===== src/rtl/alu_arbiter.sv =====
// Two-requester front end that time-shares a single external combinational ALU.
// One transaction is in flight at a time; ties are broken round-robin.
module alu_arbiter (
  input  logic        clk,
  input  logic        reset_n,
  input  logic [1:0]  req_valid,
  output logic [1:0]  req_ready,
  input  logic [31:0] req_a0,
  input  logic [31:0] req_b0,
  input  logic [31:0] req_a1,
  input  logic [31:0] req_b1,
  input  logic [3:0]  req_op0,
  input  logic [3:0]  req_op1,
  output logic [1:0]  rsp_valid,
  input  logic [1:0]  rsp_ready,
  output logic [31:0] rsp_result,
  output logic        rsp_zero,
  output logic        rsp_err,
  output logic [31:0] alu_a,
  output logic [31:0] alu_b,
  output logic [3:0]  alu_op,
  input  logic [31:0] alu_result,
  input  logic        alu_zero,
  output logic        busy
);

  typedef enum logic [1:0] {IDLE, EXEC, RESP} state_t;

  state_t      state_reg, state_next;
  logic        last_grant_reg;
  logic        id_reg;
  logic [31:0] a_reg, b_reg;
  logic [3:0]  op_reg;
  logic [31:0] rsp_result_reg;
  logic        rsp_zero_reg, rsp_err_reg;

  logic        grant;
  logic        accept;
  logic        rsp_done;
  logic        op_ok;
  logic [31:0] a_next, b_next;
  logic [3:0]  op_next;

  // A lone requester always wins; on a tie the one not served last goes first.
  always_comb begin
    grant = req_valid[1];
    if (req_valid == 2'b11) grant = ~last_grant_reg;
  end

  // req_ready is gated by reset_n so nothing is offered while reset is held.
  generate
    for (genvar gi = 0; gi < 2; gi++) begin : g_port
      assign req_ready[gi] = reset_n && (state_reg == IDLE) && req_valid[gi]
                             && (grant == 1'(gi));
      assign rsp_valid[gi] = (state_reg == RESP) && (id_reg == 1'(gi));
    end
  endgenerate

  assign accept   = |req_ready;
  assign rsp_done = |(rsp_valid & rsp_ready);

  assign a_next  = grant ? req_a1  : req_a0;
  assign b_next  = grant ? req_b1  : req_b0;
  assign op_next = grant ? req_op1 : req_op0;

  always_comb begin
    op_ok = 1'b0;
    case (op_reg)
      4'b0000, 4'b0001, 4'b0010, 4'b0011, 4'b0101: op_ok = 1'b1;
      default: op_ok = 1'b0;
    endcase
  end

  always_comb begin
    state_next = state_reg;
    case (state_reg)
      IDLE:    if (accept) state_next = EXEC;
      EXEC:    state_next = RESP;
      RESP:    if (rsp_done) state_next = IDLE;
      default: state_next = IDLE;
    endcase
  end

  always_comb begin
    alu_a  = 32'd0;
    alu_b  = 32'd0;
    alu_op = 4'b0000;
    if (state_reg == EXEC) begin
      alu_a  = a_reg;
      alu_b  = b_reg;
      alu_op = op_reg;
    end
  end

  always_ff @(posedge clk or negedge reset_n) begin
    if (!reset_n) begin
      state_reg      <= IDLE;
      last_grant_reg <= 1'b1;
      id_reg         <= 1'b0;
      a_reg          <= 32'd0;
      b_reg          <= 32'd0;
      op_reg         <= 4'b0000;
      rsp_result_reg <= 32'd0;
      rsp_zero_reg   <= 1'b0;
      rsp_err_reg    <= 1'b0;
    end else begin
      state_reg <= state_next;
      if (accept) begin
        a_reg          <= a_next;
        b_reg          <= b_next;
        op_reg         <= op_next;
        id_reg         <= grant;
        last_grant_reg <= grant;
      end
      // Unsupported ops report zero data so the ALU's undefined output never leaks.
      if (state_reg == EXEC) begin
        rsp_result_reg <= op_ok ? alu_result : 32'd0;
        rsp_zero_reg   <= alu_zero;
        rsp_err_reg    <= ~op_ok;
      end
    end
  end

  assign rsp_result = rsp_result_reg;
  assign rsp_zero   = rsp_zero_reg;
  assign rsp_err    = rsp_err_reg;
  assign busy       = (state_reg != IDLE);

endmodule


===== config.mk =====
export PLATFORM = sky130hd
export DESIGN_NAME = alu_arbiter
export DESIGN_NICKNAME = d
export VERILOG_FILES = /design/src/rtl/alu_arbiter.sv
export SDC_FILE = /design/constraint.sdc
export NUM_CORES = 1
export LEC_CHECK = 0
export BUFFER_PORTS_ARGS = -buffer_cell sky130_fd_sc_hd__buf_4
export CAP_MARGIN = 20
export CORE_AREA = 4 4 107 109
export CTS_CLUSTER_DIAMETER = 80
export DETAILED_ROUTE_END_ITERATION = 8
export DIE_AREA = 0 0 111 113
export HOLD_SLACK_MARGIN = 0.05
export MAX_ROUTING_LAYER = met4
export PLACE_DENSITY = 0.93
export SLEW_MARGIN = 20
export SYNTH_ARGS = -nofsm -noshare
export SYNTH_HDL_FRONTEND = slang
export SYNTH_SLANG_ARGS = --single-unit

===== constraint.sdc =====
create_clock -name clk -period 2.7 [get_ports clk]
set_clock_uncertainty 0.15 [all_clocks]
set_input_delay 0.675 -clock clk [delete_from_list [all_inputs] [get_ports clk]]
set_output_delay 0.675 -clock clk [all_outputs]
set_load 0.01 [all_outputs]

==> flow_summary.ini, run 1 <==
[critical_path]
crit_chain = nor2b_4 -> buf_4 -> and2_1 -> buf_4
reg2regPathDepth = 4
worstPathArrival_ns = 1.72
start_kind = flip-flop
r2r-end = a_reg[29]$_DFFE_PN0P_
critPathCaptureType = primary output
crit_fanout = 46
r2r-start = last_grant_reg$_DFFE_PN1P_
path_class = reg2out
cp_data_required_time_ns = 1.88
r2r_slack_ns = 0.69
cp_common_cell = buf_4
cpMaxStageDelayCell = dfrtp_1
slowest_delay_ns = 0.45

[synth]
netlist_area_um2 = 4971
async_reset_ff_share_pct = 100.0
ys_seq_elements = 106
ys.flop_type = dfrtp_1
synthDominantCellAreaShare_pct = 52.86
synth_top_cell_by_area = dfrtp_1
synth_fp_nets = 598
yosysMostFrequentCell = dfrtp_1
synth_cell_types = 29
syn_inst = 423
synth.avg_cell_area_um2 = 11.75
yosys-top-cells-count = 105 x dfrtp_1, 68 x and2_1, 68 x o32ai_1, 67 x a2bb2oi_1, 33 x clkbuf_1
synth.area.top_cells = dfrtp_1 53%, o32ai_1 12%, a2bb2oi_1 12%, and2_1 8.6%, a22o_1 5.6%
synth-warning-count = 0
synth_edf_count = 0
seq_area_frac_synth_pct = 53.39

[sta]
timing.slew.headroom_pct = 49.08
hold_viol = 0
timing.fmax_mhz = 392.4
post-route-min-period_ns = 2.549
slew_violations = 0
fin_crit_sh_pct = 94.39
rsz0062_at_grt = false
worst_pin_slew_ns = 0.7638
finalSetupTns_ns = 0
finalSetupViolCount = 0

[power]
leakagePower_nw = 3.509
ir_drop_mv = 0.5598
p_per_area_nw_per_um2 = 950.3

[grt]
grt-ovfl-total = 0
gr-usage-all-layers_pct = 26.38
grt_first_pass_wirelength_um = 25880
grt_pass1_vias = 5002
grt_max_degree = 69
antenna_found_initial = 0

[route]
drc = 0
dr.pass1.iters = 4
wl_per_cell_um = 19.98
ant_nets = 0
num_vias = 4761
drt-total-wl_um = 16450
drt_iter0_drc = 372
viasPerCell = 5.785

[finish]
fin_nets = 853
fin_area_um2 = 7380
drive_above_1_share_pct = 47.44
antenna_cells = 0
area_growth_pct = 48.45

[placement]
place_hpwl_um = 11980
gp_congestion = 0.8975
io_buffer_count = 281
placed_area_um2 = 7171

[clock_tree]
cts_setup_buffers = 0
htree_levels = 3
numClockSinks = 106
clock_insertion_delay_worst_skew_ns = 0.36
cts_made_buffers = 9
clockBufferDepth = 2
tritoncts = done
ctsHoldBuffers = 0
root_buffer = clkbuf_8
clk_pin_slew_ns = 0.10
ctsResizeCount = 0

[flow_run]
maxCapViolations = 0

[status]
status = finished clean

[floorplan]
io_pins = 282
rows = 38
die_y_um = 113
die_x_um = 111
initial_core_util_pct = 46.88
core_area_um2 = 10600
die_area_um2 = 12540

[min_path]
hold_path.class = in2async
## layout make-up
| cell class | count | area [um2] |
|---|---|---|
| Timing Repair Buffer | 296 | 2235 |
| Clock inverter | 7 | 85.08 |
| Fill cell | 747 | 3223 |
| Inverter | 2 | 7.507 |
| Clock buffer | 9 | 123.9 |
| Sequential cell | 106 | 2654 |
| Tap cell | 140 | 175.2 |
| Multi-Input combinational cell | 263 | 2100 |
## cells by family after synthesis
kind of cell / count (synthesis) / share of synthesized area, %
buffers and inverters: 54 / 4.782
DFF: 106 / 53.39
AOI/OAI and AO/OA: 174 / 30.83
muxes: 1 / 0.2265
and+or+nand+nor: 88 / 10.77
## layout by cell type, fill, tap and decap left out, types with 2 or more instances in the layout
master and count:
buf_4 295, a2bb2oi_1 67, nand2b_1 3, and2_1 68, nor2b_4 2, nor2_1 7
nand2_1 3, dfrtp_1 105, o32ai_1 68, clkinvlp_4 2, inv_8 2, a22o_1 32
clkbuf_8 9
## worst max-delay path, delay by kind of cell (launching register included)
| family | cells | cell delay, ns |
|---|---|---|
| flip-flops | 1 | 0.45 |
| buffers and inverters | 2 | 0.49 |
| AND/OR/NAND/NOR | 2 | 0.41 |
## how the worst max path moves through the flow
stage                              from           end  slack (ns)
2_1_floorplan                   reset_n  req_ready[0]        0.50
3_3_place_gp                    reset_n  req_ready[0]        0.28
3_5_place_dp                    reset_n  req_ready[0]        0.32
4_1_cts        state_reg[0]$_DFFE_PN0P_     alu_a[15]        0.12
5_1_grt        state_reg[0]$_DFFE_PN0P_     alu_a[15]        0.03
6_report       state_reg[0]$_DFFE_PN0P_     alu_a[15]        0.15
## power by group
group,switching [mW],internal (mW)
Sequential,0.449,2.30
Combinational,1.48,1.76
Clock,0.580,0.447
Total,2.51,4.51
## metal layers
metal	vias to the layer above	global-route usage, %	wire length, um
met3	49	4.064	1009
met2	227	44.62	8469
met1	2326	31.06	6292
met5	-	-	0
li1	2159	-	-
met4	0	12.64	675
## per-stage QoR
stage	util [%]	hold slack, ns	std cells	setup WS (ns)	power, mW
3_5_place_dp	67.63	0.3353	807	0.3210	6.014
4_1_cts	69.60	0.3018	823	0.1235	7.062
6_report	69.60	0.2928	823	0.1514	7.013
5_1_grt	69.60	0.3301	823	0.03196	7.438
2_1_floorplan	-	0.2294	423	0.5029	4.473
3_3_place_gp	67.63	0.3128	807	0.2756	5.871
No activity file was read; power rests on OpenSTA's default activity.
==> run 2: changes to the inputs <==
- CORE_AREA: 4 4 107 109 -> 4 4 97 144
- DIE_AREA: 0 0 111 113 -> 0 0 101 148
- PLACE_DENSITY: 0.93 -> 0.83
- clock period: 2.7 -> 2.3 ns (I/O delays scaled with it)
==> run 2 against run 1 <==
Global-route usage decreased by 4.2 points; combinational power is 21% higher; largest power group unchanged; non-clock buffer count rose by 6; cell count is 2.6% higher; setup slack worse by 0.080 ns; core utilization fell by 9.4 points; sequential share of layout area down 0.90 points.
==> flow_summary.ini, run 2 (same netlist as run 1, synthesis figures left out) <==
[power]
leakagePower_nw = 3.590
p_per_area_nw_per_um2 = 1138
power_mw = 8.620
ir_drop_mv = 0.4664

[clock_tree]
clock_insertion_delay_worst_skew_ns = 0.33
cts_made_buffers = 9
tritoncts = done
htree_levels = 3
clockBufferDepth = 2
numClockSinks = 106
root_buffer = clkbuf_16
clk_pin_slew_ns = 0.07

[grt]
grt_max_degree = 57
grt-ovfl-total = 0
gr-usage-all-layers_pct = 22.13
grt_pass1_vias = 5006
antenna_found_initial = 0
grt_first_pass_wirelength_um = 25830

[placement]
io_buffer_count = 281
place_hpwl_um = 12580
gp_congestion = 0.8231

[finish]
final_common_cell = buf_4
fin_nets = 859
nFillCells = 1048
antenna_cells = 0
drive_above_1_share_pct = 48.26
layout_common_cells = 298 x buf_4, 104 x dfrtp_1, 68 x and2_1, 68 x o32ai_1, 67 x a2bb2oi_1
area_growth_pct = 52.33

[route]
num_vias = 4764
drt-total-wl_um = 16880
drc = 0
ant_nets = 0
drt_iter0_drc = 138
viasPerCell = 5.645
wl_per_cell_um = 20.00
dr.pass1.iters = 4

[critical_path]
crit_chain = or3b_4 -> nor3_2 -> buf_4
critPathCaptureType = primary output
slowest_delay_ns = 0.44
cpMaxStageDelayCell = dfrtp_2
path_buf_inv = 1
worstPathArrival_ns = 1.50
path_class = reg2out
crit_fanout = 5
cp_data_required_time_ns = 1.57
crit_family = simple AND/OR/NAND/NOR gates
start_kind = flip-flop

[sta]
slew_violations = 0
rsz0062_at_grt = false
post-route-min-period_ns = 2.228
timing.slew.headroom_pct = 55.65
holdWs_ns = 0.2170
timing.fmax_mhz = 448.7
fin_crit_sh_pct = 96.89
worst_pin_slew_ns = 0.6653
finalSetupTns_ns = 0
finalSetupViolCount = 0
hold_viol = 0

[floorplan]
initial_core_util_pct = 39.53
core_area_um2 = 12570
io_pins = 282
die_area_um2 = 14950
die_y_um = 148
rows = 50
die_x_um = 101

[flow_run]
maxCapViolations = 0

[status]
status = finished clean

[min_path]
hold_path.class = in2async
## run 2: cell count changes in the layout (fill, tap and decap cells not counted), sizes merged
cell      before  now
buf          296  302
clkinv         1    2
clkinvlp       2    1
inv            5    4
## run 2: what timing repair did
item,CTS,global route
endpoints found under the setup margin,2,2
hold buffers,0,0
buffers inserted,1,2
gates resized for setup,2,1
## run 2: final timing paths
| path | slack, ns | endpoint | depth (start not counted) | start |
|---|---|---|---|---|
| min reg2reg | 0.35 | rsp_zero$_DFFE_PN0N_ | 2 | rsp_zero$_DFFE_PN0N_ |
| max reg2reg | 0.46 | a_reg[31]$_DFFE_PN0P_ | 5 | state_reg[1]$_DFFE_PN0P_ |
| min | 0.22 | b_reg[15]$_DFFE_PN0P_ | 3 | reset_n |
| max in group asynchronous | 0.79 | b_reg[26]$_DFFE_PN0P_ | 4 | reset_n |
| max | 0.07 | req_ready[0] | 3 | state_reg[1]$_DFFE_PN0P_ |
| min in group clk | 0.26 | last_grant_reg$_DFFE_PN1P_ | 2 | req_valid[0] |
## run 2: worst min-delay path: cells and delay by family
kind | cells | cell delay (ns)
buffers and inverters | 3 | 0.52
## run 2: layout make-up
type / instances / area, um2 / area share, %
Tap cell: 156 / 195.2 / 2.578
Timing Repair Buffer: 302 / 2317 / 30.60
Inverter: 2 / 7.507 / 0.09914
Sequential cell: 106 / 2655 / 35.06
Multi-Input combinational cell: 263 / 2107 / 27.83
Clock buffer: 9 / 225.2 / 2.974
Clock inverter: 6 / 65.06 / 0.8592
## run 2: per-layer routing
layer	GRT usage, %	vias to the layer above	wire [um]
li1	-	2172	-
met1	26.02	2343	6420
met2	38.19	223	8798
met3	4.627	26	1318
met4	5.921	0	342
met5	-	-	0
## run 2: power by group
part | leakage [nW] | internal (mW) | switching [mW]
sequential | 1.24 | 2.71 | 0.489
clock | 0.142 | 0.842 | 0.672
combinational | 2.21 | 2.13 | 1.77
## run 2: metrics by stage
| stage | utilization (%) | instances | instance area, um2 | setup WS, ns |
|---|---|---|---|---|
| detailed placement | 57.66 | 826 | 7251 | 0.1047 |
| finish | 60.22 | 844 | 7572 | 0.07158 |
| CTS | 60.08 | 842 | 7555 | 0.01247 |
| floorplan | - | 423 | 4971 | 0.3029 |
| global route | 60.22 | 844 | 7572 | 0.002517 |
| global placement | 57.66 | 826 | 7251 | 0.1017 |
